### src/rtl/sram_sample_streamer.sv
// Streams SRAM words [start_addr..end_addr] into a sample FIFO (SRAM_STREAM_CE_GATE_EN: deselect chip when not reading).
// Latency start->first sample_valid WAIT_CYCLES+2; a full FIFO parks the reader in HOLD until sample_ready frees a slot.
module sram_sample_streamer #(
   parameter int ADDR_W      = 20,
   parameter int DATA_W      = 16,
   parameter int WAIT_CYCLES = 2,
   parameter int FIFO_DEPTH  = 4
) (
   input  logic              Clk,
   input  logic              reset,
   input  logic              start,
   input  logic              stop,
   input  logic              loop_en,
   input  logic [ADDR_W-1:0] start_addr,
   input  logic [ADDR_W-1:0] end_addr,
   input  logic [DATA_W-1:0] SRAM_DQ_IN,
   output logic [ADDR_W-1:0] SRAM_ADDR,
   output logic              SRAM_CE_N,
   output logic              SRAM_UB_N,
   output logic              SRAM_LB_N,
   output logic              SRAM_OE_N,
   output logic              SRAM_WE_N,
   output logic [DATA_W-1:0] sample_out,
   output logic              sample_valid,
   input  logic              sample_ready,
   output logic              busy,
   output logic              done
);

   localparam int PW  = $clog2(FIFO_DEPTH);
   localparam int CW  = PW + 1;
   localparam int WCW = (WAIT_CYCLES > 1) ? $clog2(WAIT_CYCLES) : 1;

   typedef enum logic [2:0] {
      S_IDLE, S_ISSUE, S_WAIT, S_CAPTURE, S_HOLD, S_DONE
   } state_t;

   state_t            state, state_nxt;
   logic [ADDR_W-1:0] addr_q, start_q, end_q;
   logic              loop_q, stop_q;
   logic [WCW-1:0]    wait_cnt;
   logic              oe_n, push, stop_hit, slot_free;

   logic [DATA_W-1:0] fifo_mem [FIFO_DEPTH];
   logic [PW-1:0]     wr_ptr, rd_ptr;
   logic [CW-1:0]     fifo_count;
   logic              pop;

   assign sample_valid = (fifo_count != '0);
   assign sample_out   = sample_valid ? fifo_mem[rd_ptr] : '0;
   assign pop          = sample_valid && sample_ready;
   // A word leaving this cycle makes room for the word about to be read.
   assign slot_free    = (fifo_count != CW'(FIFO_DEPTH)) || pop;
   assign stop_hit     = stop || stop_q;

   always_comb begin
      state_nxt = state;
      oe_n      = 1'b1;
      push      = 1'b0;
      case (state)
         S_IDLE: begin
            if (start) state_nxt = (start_addr <= end_addr) ? S_ISSUE : S_DONE;
         end
         S_ISSUE: begin
            if (slot_free) begin
               oe_n      = 1'b0;
               state_nxt = (WAIT_CYCLES == 1) ? S_CAPTURE : S_WAIT;
            end else begin
               state_nxt = S_HOLD;
            end
         end
         S_HOLD: begin
            if (slot_free) state_nxt = S_ISSUE;
         end
         S_WAIT: begin
            oe_n = 1'b0;
            if (wait_cnt <= WCW'(1)) state_nxt = S_CAPTURE;
         end
         S_CAPTURE: begin
            oe_n = 1'b0;
            push = 1'b1;
            if (stop_hit || (addr_q == end_q && !loop_q)) state_nxt = S_DONE;
            else                                          state_nxt = S_ISSUE;
         end
         S_DONE:  state_nxt = S_IDLE;
         default: state_nxt = S_IDLE;
      endcase
   end

   always_ff @(posedge Clk) begin
      if (reset) begin
         state    <= S_IDLE;
         addr_q   <= '0;
         start_q  <= '0;
         end_q    <= '0;
         loop_q   <= 1'b0;
         stop_q   <= 1'b0;
         wait_cnt <= '0;
      end else begin
         state <= state_nxt;
         case (state)
            S_IDLE: begin
               if (start && start_addr <= end_addr) begin
                  addr_q  <= start_addr;
                  start_q <= start_addr;
                  end_q   <= end_addr;
                  loop_q  <= loop_en;
               end
            end
            S_ISSUE: wait_cnt <= WCW'(WAIT_CYCLES - 1);
            S_WAIT:  wait_cnt <= wait_cnt - 1'b1;
            S_CAPTURE: begin
               // Last address is kept (never incremented), so the top of the space cannot wrap to 0.
               if (state_nxt == S_ISSUE)
                  addr_q <= (addr_q == end_q) ? start_q : addr_q + 1'b1;
            end
            default: ;
         endcase
         if (state == S_IDLE || state == S_DONE) stop_q <= 1'b0;
         else if (stop)                          stop_q <= 1'b1;
      end
   end

   always_ff @(posedge Clk) begin
      if (reset) begin
         wr_ptr     <= '0;
         rd_ptr     <= '0;
         fifo_count <= '0;
      end else begin
         if (push) wr_ptr <= wr_ptr + 1'b1;
         if (pop)  rd_ptr <= rd_ptr + 1'b1;
         case ({push, pop})
            2'b10:   fifo_count <= fifo_count + 1'b1;
            2'b01:   fifo_count <= fifo_count - 1'b1;
            default: ;
         endcase
      end
   end

   always_ff @(posedge Clk) begin
      if (push) fifo_mem[wr_ptr] <= SRAM_DQ_IN;
   end

   assign SRAM_ADDR = addr_q;
   assign SRAM_OE_N = oe_n;
   assign SRAM_WE_N = 1'b1;
   assign SRAM_UB_N = 1'b0;
   assign SRAM_LB_N = 1'b0;
   assign busy      = (state == S_ISSUE) || (state == S_WAIT) ||
                      (state == S_CAPTURE) || (state == S_HOLD);
   assign done      = (state == S_DONE);

`ifdef SRAM_STREAM_CE_GATE_EN
   assign SRAM_CE_N = !((state == S_ISSUE) || (state == S_WAIT) || (state == S_CAPTURE));
`else
   assign SRAM_CE_N = 1'b0;
`endif

endmodule

### config.mk
export PLATFORM = sky130hd
export DESIGN_NAME = sram_sample_streamer
export DESIGN_NICKNAME = d
export VERILOG_FILES = /design/src/rtl/sram_sample_streamer.sv
export SDC_FILE = /design/constraint.sdc
export NUM_CORES = 1
export LEC_CHECK = 0
export ABC_CLOCK_PERIOD_IN_PS = 5400
export BUFFER_PORTS_ARGS = -buffer_cell sky130_fd_sc_hd__buf_4
export CAP_MARGIN = 20
export CORE_ASPECT_RATIO = 0.8
export CORE_MARGIN = 4
export CORE_UTILIZATION = 55
export CTS_CLUSTER_DIAMETER = 120
export DETAILED_ROUTE_END_ITERATION = 8
export GPL_TIMING_DRIVEN = 0
export MAX_ROUTING_LAYER = met4
export PLACE_DENSITY = 0.78
export RECOVER_POWER = 100
export SLEW_MARGIN = 15
export SYNTH_ARGS = -nofsm -noshare
export SYNTH_HDL_FRONTEND = slang
export SYNTH_SLANG_ARGS = --single-unit
### constraint.sdc
create_clock -name Clk -period 5.4 [get_ports Clk]
set_input_delay 0.54 -clock Clk [delete_from_list [all_inputs] [get_ports Clk]]
set_output_delay 0.54 -clock Clk [all_outputs]
set_load 0.05 [all_outputs]
# After elaboration in Yosys (flattened, before gate mapping)
# Memories as Yosys holds them, arrays and structs flattened. A register that Yosys moved wholly into a read port is not among the register bits.
# Index checks and enable logic that the tools add are counted.
# W data, S select, Z words.
# word_totals
regBits	73
ram_bits	64
out_inout_bits	44
wordCells	72
n_memories	1
# memory_table
name	depth	word_bits	rd	rd_clocked_by_memory_dff	wr	line	text
fifo_mem	4	16	1	1	1	44	logic [DATA_W-1:0] fifo_mem [FIFO_DEPTH];
# op_classes
add_sub_neg	6
order_cmp	2
n_eq_ne	12
mux	21
reduce_logical	20
# op_table
operator	n
$mux W20	3
$pmux W20 S2	1
$add A20 B1 Y20 const B	1
$eq A20 B20 Y1	1
$le A20 B20 Y1	1
$mux W3	6
$mux W16	1
$pmux W3 S5	1
$logic_or A1 B1 Y1	7
$eq A3 B1 Y1 const B	2
$eq A3 B2 Y1 const B	2
$eq A3 B3 Y1 const B	2
$pmux W3 S2	1
$reduce_bool A2 Y1	3
$add A2 B1 Y2 const B	2
$mux W1	4
$mux W2	2
$ne A2 B2 Y1 const B	2
$pmux W1 S2	2
$reduce_or A2 Y1	2
$add A3 B1 Y3 const B	1
$logic_and A1 B1 Y1	3
$logic_not A3 Y1	1
$ne A3 B3 Y1 const B	1
other kinds (9)	9

# Logic depth before layout (Yosys ltp)
# Gate-level depths: netlist of the first run.
# depth
word_depth	8
mapped_depth	13
mapped_depth_nobuf	9

# Worst setup path before layout of the first run
# No wires, ideal clock.
# synth_path
kind	flip-flop to flip-flop
start	register state[2]
end	register fifo_count[2]
setup_ns	0.070
t_arrival_ns	2.747
slack_ns	2.583
stages_incl_launch_ff	14
path_buffers	4
cell_sequence	dfxtp_1 > clkbuf_1 > inv_1 > and3_1 > clkbuf_1 > inv_1 > clkbuf_1 > clkbuf_1 > ha_1 > inv_1 > fa_1 > xor2_1 > or3_1 > a21oi_1
# synth_between
elab_chain_cells	4
# synth_rtl
item	line	text
from (decl)	38	state_t state, state_nxt;
from (signal assigned)	100	state <= state_nxt;
$eq A3 B2 Y1 (*)	60	case (state)
$mux W1 (*)	60	
$eq A2 B1 Y1 or $eq A2 B2 Y1 (tied branches)	132	case ({push, pop})
$pmux W3 S2 or $reduce_bool A2 Y1 (tied branches)	n/a	
to (signal assigned)	133	2'b10: fifo_count <= fifo_count + 1'b1;
to (signal assigned)	134	2'b01: fifo_count <= fifo_count - 1'b1;
to (decl)	46	logic [CW-1:0] fifo_count;
# Every way passes the cells marked *; elsewhere a longest branch is shown, timed or not.
# A chain may end at the register's enable or synchronous reset.

# Worst setup path in the final report of the first run
# Ends and elaborated chain as after synthesis.

==> results_tabular.tex, run 1 <==
\begin{tabular}{lr}
\hline
Metric & Value \\
\hline
\multicolumn{2}{l}{\textbf{Run status}} \\
\quad Run status & finished clean \\
\multicolumn{2}{l}{\textbf{Setup path}} \\
\quad Required time of the worst setup path & 5.75 ns \\
\quad Worst setup endpoint & fifo\_count[2] \\
\quad Count of cell instances traversed by the critical path & 13 \\
\quad Crit-path max cell delay & approximately 0.50 ns \\
\quad End of the worst register-to-register path & fifo\_count[2] \\
\quad Delay-heaviest family, CP & buffers and inverters \\
\quad Critical path buffer and inverter count & 7 \\
\quad Crit path max-delay cell type & sky130\_fd\_sc\_hd\_\_clkbuf\_1 \\
\quad CP Launch Point & state[2] \\
\quad Slack of the worst reg-to-reg path & between 1.5 and 2 ns \\
\quad Critical path, cell by cell & clkbuf\_1 > inv\_1 > and3\_1 > clkbuf\_1 > inv\_1 > clkbuf\_1 > clkbuf\_1 > ha\_1 > inv\_1 > fa\_1 > xor2\_1 > or3\_1 > a21oi\_1 \\
\quad Worst-path fanout max & 10 \\
\quad Most Frequent Cell on Critical Path & sky130\_fd\_sc\_hd\_\_clkbuf\_1 \\
\quad Crit start category & flop \\
\quad Critical path endpoint category & flop \\
\quad R2R depth & 13 \\
\quad CP Data Arrival Time & roughly 3.9 ns \\
\quad Launch instance of the worst register-to-register path & state[2] \\
\quad Type of the worst setup path & flop to flop \\
\multicolumn{2}{l}{\textbf{GRT}} \\
\quad Overall Global Routing Usage & 0.276 \\
\quad Number of antenna violations at the first check in global routing & 0 \\
\quad Largest net degree at the start of global routing & 17 \\
\quad Global-route wire length before repair & between 20,000 and 30,000 um \\
\quad Overflow left after global routing & 0 \\
\quad Vias in the first global route & roughly 5,500 \\
\multicolumn{2}{l}{\textbf{Layout}} \\
\quad Final core utilization & 0.671 \\
\quad Area growth syn-to-layout & 19.7\% \\
\quad Number of antenna cells inserted & 0 \\
\quad Fraction of layout cells with a size suffix above 1 & 0.142 \\
\quad Final Net Count & about 860 \\
\quad Non-filler cells in the finished layout & 935 \\
\multicolumn{2}{l}{\textbf{Synthesis}} \\
\quad Count of flip-flops with a built-in enable after synthesis & 64 \\
\quad Number of distinct standard cells referenced by the synthesized netlist & 53 \\
\quad FFs w/ async S/R, synth & 0 \\
\quad Register area share after synthesis & 0.499 \\
\quad Top cell types by occurrence after synthesis & sky130\_fd\_sc\_hd\_\_nand2\_1, sky130\_fd\_sc\_hd\_\_dfxtp\_1, sky130\_fd\_sc\_hd\_\_edfxtp\_1 \\
\quad Leading area contributor after synthesis & sky130\_fd\_sc\_hd\_\_edfxtp\_1 \\
\quad Dominant register cell in the synthesized netlist & sky130\_fd\_sc\_hd\_\_dfxtp\_1 \\
\quad Mean post-synth cell area & 10.5 um\^{}2 \\
\quad Synth top area cells & sky130\_fd\_sc\_hd\_\_edfxtp\_1, sky130\_fd\_sc\_hd\_\_dfxtp\_1, sky130\_fd\_sc\_hd\_\_nand2\_1, sky130\_fd\_sc\_hd\_\_mux4\_2, sky130\_fd\_sc\_hd\_\_ha\_1 \\
\quad Share of the synthesized area in the top cell type & 0.282 \\
\quad Netlist Area Pre-Place & roughly 6800 um\^{}2 \\
\quad Count leader, synth & sky130\_fd\_sc\_hd\_\_nand2\_1 \\
\quad Number of register bits inferred by synthesis & roughly 140 \\
\quad Number of instances in the synthesized netlist & $\sim$650 \\
\quad Warnings, synthesis & 0 \\
\multicolumn{2}{l}{\textbf{Detailed routing}} \\
\quad Antenna violation net count after detailed routing & 0 \\
\quad Final routed DRC violation total & 0 \\
\quad Average wire per standard cell & 19.8 um \\
\quad Initial detailed-routing violation count & 540 \\
\quad Count of vias placed by the detailed router & roughly 5,500 \\
\quad Vias per cell & approximately 5.9 \\
\quad Total routed wirelength & 18,500 um \\
\quad Initial DRT Pass Iterations & 5 \\
\multicolumn{2}{l}{\textbf{Floorplan}} \\
\quad Area of the placeable core & 12,200 um\^{}2 \\
\quad Die width & $\sim$130 um \\
\quad Die height & approximately 110 um \\
\quad Starting density of the core & 0.560 \\
\quad Die outline area & about 14,000 um\^{}2 \\
\quad Standard-cell row count & 36 \\
\quad I/O pin cnt & approximately 110 \\
\multicolumn{2}{l}{\textbf{Power}} \\
\quad Net Sw Power & around 1100 uW \\
\quad Internal & roughly 2200 uW \\
\quad Switching power as a share of total power & 0.324 \\
\quad Leakage power & between 0.003 and 0.004 uW \\
\quad Relative contribution of sequential cells to total power & 0.380 \\
\quad Power share of the combinational group & 0.246 \\
\quad Pwr/cell area & about 400 nW/um\^{}2 \\
\quad Maximum VDD drop & between 0.2 and 0.25 mV \\
\quad Part of the power in the clock network & 0.374 \\
\multicolumn{2}{l}{\textbf{STA}} \\
\quad Actual transition at the worst max-transition pin & around 1.3 ns \\
\quad Final setup violation count & 0 \\
\quad Highest clock rate & between 200 and 300 MHz \\
\quad Final cycle utilization of the critical path & 0.658 \\
\quad Tmin final & between 3 and 4 ns \\
\quad Final Worst Setup Slack & around 1.8 ns \\
\quad Number of pins exceeding their max-slew limit in the final report & 0 \\
\quad Worst Skew & 0.00899 ns \\
\quad TNS Setup & 0 ns \\
\quad Unrepaired setup endpoints after global routing & no \\
\quad Worst relative slew slack & 0.149 \\
\quad Hold violation count in the final report & 0 \\
\multicolumn{2}{l}{\textbf{CTS}} \\
\quad Number of clock sinks & 138 \\
\quad Deepest level of the CTS H-tree & 4 \\
\quad Reg clk slew, reported paths & about 0.06 ns \\
\quad CTS Buf Count & 17 \\
\quad Clock tree from TritonCTS & yes \\
\quad Cts repair resizes & 0 \\
\quad Post-CTS Hold Buffers & 0 \\
\quad Clk\_lat worst skew & $\sim$0.43 ns \\
\quad Maximum clock path buffer count & 2 \\
\quad Buffer count from post-CTS setup fixing & 0 \\
\quad CTS Root Buffer Type & sky130\_fd\_sc\_hd\_\_clkbuf\_16 \\
\multicolumn{2}{l}{\textbf{Run}} \\
\quad Max capacitance violation total & 0 \\
\multicolumn{2}{l}{\textbf{Placed design}} \\
\quad Post-Place Setup Slack & between 1.5 and 2 ns \\
\quad RD Place Congestion & 0.953 \\
\quad Instance count after placement with tap cells included & 903 \\
\quad Half-perimeter wire length after placement & around 13,000 um \\
\quad PortBufs & between 100 and 150 \\
\multicolumn{2}{l}{\textbf{Worst hold path}} \\
\quad Worst hold path type & input pin to flop \\
\hline
\end{tabular}
==> metrics by stage <==
stage / cell area, um^2 / hold WS [ns] / power [uW]
finish: 8160 / 0.373 / 3250
global route: 8160 / 0.366 / 3390
CTS: 8390 / 0.304 / 3320
detailed placement: 7770 / 0.449 / 2100
global placement: 7770 / 0.441 / 2080
floorplan: 6820 / 0.432 / 1830
==> kinds of logic after synthesis <==
family,Yosys count,synth area share
AND/OR/NAND/NOR,206,0.143
flip-flops,138,0.499
AO/OA/AOI/OAI,122,0.122
buffers and inverters,77,0.0519
XOR/XNOR,45,0.0578
multiplexers,31,0.0749
adder cells (fa/ha/maj),27,0.0507
other,2,0.00110
==> power groups by stage <==
stage | combinational (uW) | sequential, uW | clock, uW
detailed placement | 844 | 1260 | 0
global route | 858 | 1240 | 1280
finish | 800 | 1240 | 1220
global placement | 825 | 1250 | 0
floorplan | 506 | 1320 | 0
CTS | 855 | 1240 | 1230
==> cell type report <==
| cell class | instances | area, um^2 |
|---|---|---|
| Clock buffer | 20 | 447 |
| Tap cell | 152 | 190 |
| Multi-Input combinational cell | 435 | 3060 |
| Inverter | 29 | 109 |
| Timing Repair Buffer | 101 | 548 |
| Buffer | 48 | 228 |
| Clock inverter | 12 | 171 |
| Fill cell | 981 | 4010 |
| Sequential cell | 138 | 3400 |
==> worst min path at each step <==
stage | from | end | slack (ns) | cells after the start
2_1_floorplan | start_q[17] | start_q[17] | 0.43 | 2
3_3_place_gp | start_q[5] | start_q[5] | 0.44 | 2
3_5_place_dp | start_q[1] | start_q[1] | 0.45 | 2
4_1_cts | SRAM_DQ_IN[4] | fifo_mem[1][4] | 0.30 | 1
5_1_grt | end_addr[13] | end_q[13] | 0.37 | 3
6_report | end_addr[5] | end_q[5] | 0.37 | 3
==> layer usage <==
layer,global-route usage,vias up,part of all wire
li1,-,2565,-
met1,0.346,2657,0.41
met2,0.429,250,0.47
met3,0.0925,38,0.093
met4,0.0838,0,0.020
met5,-,-,0
==> layout by cell type, fill, tap and decap left out, types with 15 or more instances in the layout <==
| cell type | synthesis | routed |
|---|---|---|
| sky130_fd_sc_hd__a21oi_1 | 52 | 53 |
| sky130_fd_sc_hd__and2_1 | 24 | 19 |
| sky130_fd_sc_hd__buf_4 | 9 | 54 |
| sky130_fd_sc_hd__clkbuf_1 | 29 | 91 |
| sky130_fd_sc_hd__clkbuf_16 | 0 | 17 |
| sky130_fd_sc_hd__dfxtp_1 | 74 | 74 |
| sky130_fd_sc_hd__edfxtp_1 | 64 | 64 |
| sky130_fd_sc_hd__ha_1 | 26 | 26 |
| sky130_fd_sc_hd__inv_1 | 28 | 28 |
| sky130_fd_sc_hd__mux2i_1 | 15 | 15 |
| sky130_fd_sc_hd__mux4_2 | 16 | 16 |
| sky130_fd_sc_hd__nand2_1 | 113 | 114 |
| sky130_fd_sc_hd__o211a_1 | 16 | 16 |
| sky130_fd_sc_hd__o21ai_0 | 16 | 16 |
| sky130_fd_sc_hd__o221ai_1 | 16 | 16 |
| sky130_fd_sc_hd__xnor2_1 | 18 | 18 |
| sky130_fd_sc_hd__xor2_1 | 27 | 27 |
==> worst reg2reg max path, delay by kind of cell (launching register included) <==
family	cells	cell delay, ns
AOI/OAI and AO/OA	1	0.14
DFF	1	0.31
buffers and inverters	7	1.71
and+or+nand+nor	2	0.48
xor gates and xnor gates	1	0.17
adders and majority gates	2	0.68
==> registers in the layout, indices dropped and copies added (netlist names), named ones only <==
register,count
fifo_mem,64
SRAM_ADDR,20
end_q,20
start_q,20
fifo_count,3
state,3
rd_ptr,2
wr_ptr,2
loop_q,1
stop_q,1
(Power assumes the default switching activity.)
==> inputs of run 2 (changes only) <==
--- a/config.mk
+++ b/config.mk
@@ -5,17 +5,17 @@
 export SDC_FILE = /design/constraint.sdc
 export NUM_CORES = 1
 export LEC_CHECK = 0
-export ABC_CLOCK_PERIOD_IN_PS = 5400
+export ABC_CLOCK_PERIOD_IN_PS = 3160
 export BUFFER_PORTS_ARGS = -buffer_cell sky130_fd_sc_hd__buf_4
 export CAP_MARGIN = 20
 export CORE_ASPECT_RATIO = 0.8
 export CORE_MARGIN = 4
-export CORE_UTILIZATION = 55
+export CORE_UTILIZATION = 52
 export CTS_CLUSTER_DIAMETER = 120
 export DETAILED_ROUTE_END_ITERATION = 8
 export GPL_TIMING_DRIVEN = 0
 export MAX_ROUTING_LAYER = met4
-export PLACE_DENSITY = 0.78
+export PLACE_DENSITY = 0.77
 export RECOVER_POWER = 100
 export SLEW_MARGIN = 15
 export SYNTH_ARGS = -nofsm -noshare
==> constraint.sdc (replaced) <==
create_clock -name Clk -period 3.16 [get_ports Clk]
set_input_delay 0.316 -clock Clk [delete_from_list [all_inputs] [get_ports Clk]]
set_output_delay 0.316 -clock Clk [all_outputs]
set_load 0.05 [all_outputs]
==> results_tabular.tex, run 2 (synthesis gave the netlist of run 1 again) <==
\begin{tabular}{lr}
\hline
Metric & Value \\
\hline
\multicolumn{2}{l}{\textbf{STA}} \\
\quad Highest clock rate & about 330 MHz \\
\quad Actual transition at the worst max-transition pin & between 0.8 and 0.9 ns \\
\quad Unrepaired setup endpoints after global routing & no \\
\quad Final setup violation count & 0 \\
\quad Hold violation count in the final report & 0 \\
\quad Worst Skew & 0.0146 ns \\
\quad Worst relative slew slack & 0.411 \\
\quad Number of pins exceeding their max-slew limit in the final report & 0 \\
\quad Final cycle utilization of the critical path & 0.953 \\
\quad Tmin final & approximately 3.0 ns \\
\multicolumn{2}{l}{\textbf{Setup path}} \\
\quad Required time of the worst setup path & 3.48 ns \\
\quad Worst-path fanout max & 10 \\
\quad CP Data Arrival Time & 3.33 ns \\
\quad Critical path endpoint category & flop \\
\quad Crit start category & flop \\
\quad Type of the worst setup path & flop to flop \\
\multicolumn{2}{l}{\textbf{Worst hold path}} \\
\quad Worst hold path type & input pin to flop \\
\multicolumn{2}{l}{\textbf{Detailed routing}} \\
\quad Initial detailed-routing violation count & 466 \\
\quad Average wire per standard cell & 19.2 um \\
\quad Vias per cell & 5.74 \\
\quad Final routed DRC violation total & 0 \\
\quad Antenna violation net count after detailed routing & 0 \\
\quad Total routed wirelength & 18,400 um \\
\quad Initial DRT Pass Iterations & 5 \\
\quad Count of vias placed by the detailed router & between 5,000 and 6,000 \\
\multicolumn{2}{l}{\textbf{Layout}} \\
\quad Final Net Count & 857 \\
\quad Flip-flop count of the largest register, all copies and words added & 64 \\
\quad Fraction of layout cells with a size suffix above 1 & 0.163 \\
\quad Register name with the most flops & fifo\_mem \\
\quad Register cell area after layout & 3400 um\^{}2 \\
\quad Non-filler cells in the finished layout & between 900 and 1,000 \\
\quad Area growth syn-to-layout & 20.1\% \\
\quad Commonest cells after routing, fill and taps aside & sky130\_fd\_sc\_hd\_\_nand2\_1, sky130\_fd\_sc\_hd\_\_clkbuf\_1, sky130\_fd\_sc\_hd\_\_dfxtp\_1, sky130\_fd\_sc\_hd\_\_edfxtp\_1, sky130\_fd\_sc\_hd\_\_buf\_4 \\
\quad Number of antenna cells inserted & 0 \\
\quad Area of combinational cells with multiple inputs & roughly 3000 um\^{}2 \\
\quad Number of filler instances in the final layout & 1,059 \\
\quad Commonest non-fill, non-tap cell in the layout & sky130\_fd\_sc\_hd\_\_nand2\_1 \\
\multicolumn{2}{l}{\textbf{GRT}} \\
\quad Overflow left after global routing & 0 \\
\quad Global-route wire length before repair & 29,200 um \\
\quad Largest net degree at the start of global routing & 17 \\
\quad Vias in the first global route & about 5,600 \\
\quad Number of antenna violations at the first check in global routing & 0 \\
\quad Overall Global Routing Usage & 0.259 \\
\multicolumn{2}{l}{\textbf{Run}} \\
\quad Max capacitance violation total & 0 \\
\multicolumn{2}{l}{\textbf{Floorplan}} \\
\quad I/O pin cnt & 106 \\
\quad Starting density of the core & 0.532 \\
\quad Die height & about 110 um \\
\quad Area of the placeable core & $\sim$13,000 um\^{}2 \\
\quad Die width & about 140 um \\
\quad Die outline area & roughly 15,000 um\^{}2 \\
\quad Standard-cell row count & 37 \\
\multicolumn{2}{l}{\textbf{CTS}} \\
\quad Reg clk slew, reported paths & 0.06 ns \\
\quad Post-CTS Hold Buffers & 0 \\
\quad Clk\_lat worst skew & between 0.4 and 0.5 ns \\
\quad CTS Root Buffer Type & sky130\_fd\_sc\_hd\_\_clkbuf\_16 \\
\quad Clock tree from TritonCTS & yes \\
\quad CTS Buf Count & 17 \\
\quad Maximum clock path buffer count & 2 \\
\quad Buffer count from post-CTS setup fixing & 0 \\
\quad Deepest level of the CTS H-tree & 4 \\
\quad Number of clock sinks & between 100 and 150 \\
\multicolumn{2}{l}{\textbf{Placed design}} \\
\quad RD Place Congestion & between 0.9 and 1 \\
\quad Half-perimeter wire length after placement & roughly 14,000 um \\
\quad PortBufs & just over 100 \\
\quad Instance count after placement with tap cells included & between 900 and 1,000 \\
\multicolumn{2}{l}{\textbf{Power}} \\
\quad Leakage power & between 0.003 and 0.004 uW \\
\quad Maximum VDD drop & 0.494 mV \\
\quad Pwr/cell area & 666 nW/um\^{}2 \\
\quad Overall power consumption & between 5000 and 6000 uW \\
\multicolumn{2}{l}{\textbf{Run status}} \\
\quad Run status & finished clean \\
\hline
\end{tabular}
[run 2: metal layers]
metal | global-route usage | part of all wire | up-vias
met5 | - | 0 | -
li1 | - | - | 2567
met2 | 0.382 | 0.46 | 240
met3 | 0.0783 | 0.077 | 45
met1 | 0.341 | 0.44 | 2633
met4 | 0.0927 | 0.028 | 0
[run 2: what timing repair did]
action                                  in CTS  in global routing
endpoints found under the setup margin       2                  1
resized for setup                            1                  1
hold endpoints to repair                     0                  0
[run 2: critical path, cell delays in order, from the launching register on]
cell                       delay, ns
sky130_fd_sc_hd__dfxtp_1        0.49
sky130_fd_sc_hd__xor2_1         0.13
sky130_fd_sc_hd__nor4_1         0.39
sky130_fd_sc_hd__nand3_1        0.34
sky130_fd_sc_hd__o31ai_1        0.51
sky130_fd_sc_hd__or2_2          0.22
sky130_fd_sc_hd__nand2_1        0.26
sky130_fd_sc_hd__clkbuf_2       0.32
sky130_fd_sc_hd__o211a_1        0.25
[run 2: final timing paths]
| check | from | cells past startpoint | slack (ns) | to |
|---|---|---|---|---|
| hold reg to reg | start_q[5] | 2 | 0.45 | start_q[5] |
| setup / recovery | SRAM_ADDR[9] | 8 | 0.15 | SRAM_ADDR[11] |
| setup reg to reg | SRAM_ADDR[9] | 8 | 0.15 | SRAM_ADDR[11] |
| hold / removal | loop_en | 3 | 0.15 | loop_q |
[run 2: power breakdown]
group / total [uW] / internal (uW) / switching, uW
logic: 1370 / 445 / 921
clock network: 1960 / 1190 / 770
registers: 2120 / 1990 / 132
total: 5450 / 3630 / 1820
[run 2: per-stage QoR]
| step | hold slack, ns | setup slack, ns | utilization | cell area [um^2] | TNS, ns |
|---|---|---|---|---|---|
| after floorplan | 0.415 | 0.343 | - | 6820 | 0 |
| after global placement | 0.440 | -0.277 | 0.608 | 7800 | -0.317 |
| after detailed placement | 0.445 | -0.351 | 0.608 | 7800 | -0.496 |
| after CTS | 0.0734 | 0.0746 | 0.654 | 8380 | 0 |
| after global routing | 0.153 | 0.0316 | 0.638 | 8180 | 0 |
| final | 0.146 | 0.147 | 0.638 | 8180 | 0 |
[run 2: final cells by class]
type / instances / area share
Sequential cell: 138 / 0.416
Multi-Input combinational cell: 435 / 0.374
Timing Repair Buffer: 101 / 0.0703
Clock buffer: 20 / 0.0546
Buffer: 46 / 0.0274
Tap cell: 175 / 0.0268
Clock inverter: 12 / 0.0173
Inverter: 29 / 0.0133
==> inputs of run 3 (changes only) <==
--- a/config.mk
+++ b/config.mk
@@ -6,7 +6,7 @@
 export NUM_CORES = 1
 export LEC_CHECK = 0
 export ABC_CLOCK_PERIOD_IN_PS = 3160
-export BUFFER_PORTS_ARGS = -buffer_cell sky130_fd_sc_hd__buf_4
+export BUFFER_PORTS_ARGS = -buffer_cell sky130_fd_sc_hd__buf_2
 export CAP_MARGIN = 20
 export CORE_ASPECT_RATIO = 0.8
 export CORE_MARGIN = 4
@@ -16,7 +16,6 @@
 export GPL_TIMING_DRIVEN = 0
 export MAX_ROUTING_LAYER = met4
 export PLACE_DENSITY = 0.77
-export RECOVER_POWER = 100
 export SLEW_MARGIN = 15
 export SYNTH_ARGS = -nofsm -noshare
 export SYNTH_HDL_FRONTEND = slang
==> results_tabular.tex, run 3 (synthesis gave the netlist of run 1 again) <==
\begin{tabular}{lr}
\hline
Metric & Value \\
\hline
\multicolumn{2}{l}{\textbf{Setup path}} \\
\quad Delay-heaviest family, CP & simple AND/OR/NAND/NOR gates \\
\quad Crit-path max cell delay & between 0.5 and 0.6 ns \\
\quad Type of the worst setup path & flop to flop \\
\quad R2R depth & 8 \\
\quad Worst-path fanout max & 10 \\
\quad Critical path endpoint category & flop \\
\quad Slack of the worst reg-to-reg path & between 0.2 and 0.3 ns \\
\quad Critical path, cell by cell & xor2\_1 > nor4\_1 > nand3\_1 > o31ai\_1 > or2\_2 > nand2\_2 > buf\_6 > o211a\_1 \\
\quad Required time of the worst setup path & between 3 and 4 ns \\
\quad CP Data Arrival Time & roughly 3.2 ns \\
\quad Crit start category & flop \\
\quad Critical path buffer and inverter count & 1 \\
\quad End of the worst register-to-register path & SRAM\_ADDR[6] \\
\quad Launch instance of the worst register-to-register path & SRAM\_ADDR[9] \\
\quad Crit path max-delay cell type & sky130\_fd\_sc\_hd\_\_o31ai\_1 \\
\multicolumn{2}{l}{\textbf{Layout}} \\
\quad Area of all placed cells without fillers & about 8000 um\^{}2 \\
\quad Register name with the most flops & fifo\_mem \\
\quad Area of combinational cells with multiple inputs & just over 3000 um\^{}2 \\
\quad Number of filler instances in the final layout & about 1,000 \\
\quad Area growth syn-to-layout & 20.0\% \\
\quad Commonest non-fill, non-tap cell in the layout & sky130\_fd\_sc\_hd\_\_nand2\_1 \\
\quad Flip-flop count of the largest register, all copies and words added & 64 \\
\quad Number of antenna cells inserted & 0 \\
\quad Register cell area after layout & 3400 um\^{}2 \\
\quad Fraction of layout cells with a size suffix above 1 & 0.227 \\
\quad Non-filler cells in the finished layout & roughly 960 \\
\quad Final Net Count & between 800 and 900 \\
\quad Commonest cells after routing, fill and taps aside & sky130\_fd\_sc\_hd\_\_nand2\_1, sky130\_fd\_sc\_hd\_\_buf\_2, sky130\_fd\_sc\_hd\_\_dfxtp\_1, sky130\_fd\_sc\_hd\_\_edfxtp\_1, sky130\_fd\_sc\_hd\_\_a21oi\_1 \\
\multicolumn{2}{l}{\textbf{CTS}} \\
\quad Number of clock sinks & approximately 140 \\
\quad Clk\_lat worst skew & roughly 0.43 ns \\
\quad Reg clk slew, reported paths & 0.06 ns \\
\quad Deepest level of the CTS H-tree & 4 \\
\quad Clock tree from TritonCTS & yes \\
\quad Post-CTS Hold Buffers & 0 \\
\quad Maximum clock path buffer count & 2 \\
\quad CTS Root Buffer Type & sky130\_fd\_sc\_hd\_\_clkbuf\_16 \\
\quad CTS Buf Count & 17 \\
\multicolumn{2}{l}{\textbf{Run}} \\
\quad Max capacitance violation total & 0 \\
\multicolumn{2}{l}{\textbf{Detailed routing}} \\
\quad Total routed wirelength & about 18,000 um \\
\quad Initial DRT Pass Iterations & 5 \\
\quad Count of vias placed by the detailed router & 5,560 \\
\quad Initial detailed-routing violation count & about 500 \\
\quad Antenna violation net count after detailed routing & 0 \\
\quad Vias per cell & about 5.8 \\
\quad Average wire per standard cell & between 15 and 20 um \\
\quad Final routed DRC violation total & 0 \\
\multicolumn{2}{l}{\textbf{Floorplan}} \\
\quad Starting density of the core & 0.532 \\
\quad Area of the placeable core & 12,800 um\^{}2 \\
\quad Die width & around 140 um \\
\quad Die height & 110 um \\
\quad I/O pin cnt & between 100 and 150 \\
\quad Die outline area & approximately 15,000 um\^{}2 \\
\quad Standard-cell row count & 37 \\
\multicolumn{2}{l}{\textbf{Placed design}} \\
\quad Post-Place Cell Area & around 7500 um\^{}2 \\
\quad Half-perimeter wire length after placement & roughly 13,000 um \\
\quad PortBufs & approximately 100 \\
\quad Instance count after placement with tap cells included & around 930 \\
\quad Post-Place Setup Slack & -0.346 ns \\
\quad RD Place Congestion & around 0.93 \\
\multicolumn{2}{l}{\textbf{STA}} \\
\quad Number of pins exceeding their max-slew limit in the final report & 0 \\
\quad Worst Skew & 0.00868 ns \\
\quad Worst relative slew slack & 0.427 \\
\quad Final worst hold slack & 0.102 ns \\
\quad Actual transition at the worst max-transition pin & $\sim$0.86 ns \\
\quad Tmin final & between 2 and 3 ns \\
\quad Unrepaired setup endpoints after global routing & no \\
\quad Hold violation count in the final report & 0 \\
\quad Final cycle utilization of the critical path & 0.906 \\
\quad Final Worst Setup Slack & 0.296 ns \\
\quad Highest clock rate & approximately 350 MHz \\
\quad Final setup violation count & 0 \\
\multicolumn{2}{l}{\textbf{Worst hold path}} \\
\quad Min-Delay Startpoint & SRAM\_DQ\_IN[7] \\
\quad Worst hold path type & input pin to flop \\
\quad End point of the most critical hold path & fifo\_mem[0][7] \\
\quad Cell depth of the worst hold path & 1 \\
\multicolumn{2}{l}{\textbf{GRT}} \\
\quad Overall Global Routing Usage & 0.260 \\
\quad Largest net degree at the start of global routing & 17 \\
\quad Overflow left after global routing & 0 \\
\quad Global-route wire length before repair & between 20,000 and 30,000 um \\
\quad Vias in the first global route & 5,545 \\
\quad Number of antenna violations at the first check in global routing & 0 \\
\multicolumn{2}{l}{\textbf{Power}} \\
\quad Maximum VDD drop & roughly 0.44 mV \\
\quad Leakage power & roughly 0.0035 uW \\
\quad Overall power consumption & 5640 uW \\
\quad Pwr/cell area & 689 nW/um\^{}2 \\
\multicolumn{2}{l}{\textbf{Run status}} \\
\quad Run status & finished clean \\
\hline
\end{tabular}
[run 3: cell count changes in the layout (fill, tap and decap cells not counted), sizes merged]
cell | before | now
inv | 32 | 30
bufinv | 2 | 4
clkinvlp | 5 | 2
clkbuf | 103 | 48
clkinv | 2 | 5
buf | 64 | 119
[run 3: area by class of cell]
| type | instances | area share |
|---|---|---|
| inverters | 29 | 0.0138 |
| well taps | 175 | 0.0268 |
| repair buffers | 101 | 0.0618 |
| multi-input cells | 435 | 0.375 |
| plain buffers | 46 | 0.0292 |
| flip-flops and latches | 138 | 0.416 |
| clock inverters | 12 | 0.0231 |
| clock buffers | 20 | 0.0546 |
[run 3: repair_timing]
| item | 4_1_cts | 5_1_grt |
|---|---|---|
| pin swaps | 0 | 0 |
| resized for setup | 1 | 2 |
| buffers inserted | 0 | 0 |
| endpoints found under the setup margin | 2 | 1 |
[run 3: worst max-delay path by stage]
stage                       startpoint  cells after the start       endpoint
after floorplan               state[2]                     13  fifo_count[2]
after global placement        state[2]                     13  fifo_count[2]
after detailed placement      state[2]                     13  fifo_count[2]
after CTS                     state[2]                     11  fifo_count[2]
after global routing          state[0]                     11  fifo_count[2]
final                     SRAM_ADDR[9]                      8   SRAM_ADDR[6]
[run 3: power by group]
| part | switching [uW] | internal (uW) |
|---|---|---|
| Combinational | 925 | 452 |
| Sequential | 132 | 1990 |
| Clock | 783 | 1350 |
| Total | 1840 | 3800 |
[run 3: metrics by stage]
step           utilization  setup TNS, ns
4_1_cts              0.638              0
5_1_grt              0.638              0
3_5_place_dp         0.589         -0.475
2_1_floorplan            -              0
6_report             0.638              0
3_3_place_gp         0.589         -0.343
[run 3: routing by layer]
metal  up-vias  global-route usage  part of all wire
met5         -                   -                 0
met2       295               0.370              0.44
met3        71              0.0642             0.096
met4         0               0.114             0.038
met1      2638               0.354              0.42
li1       2556                   -                 -
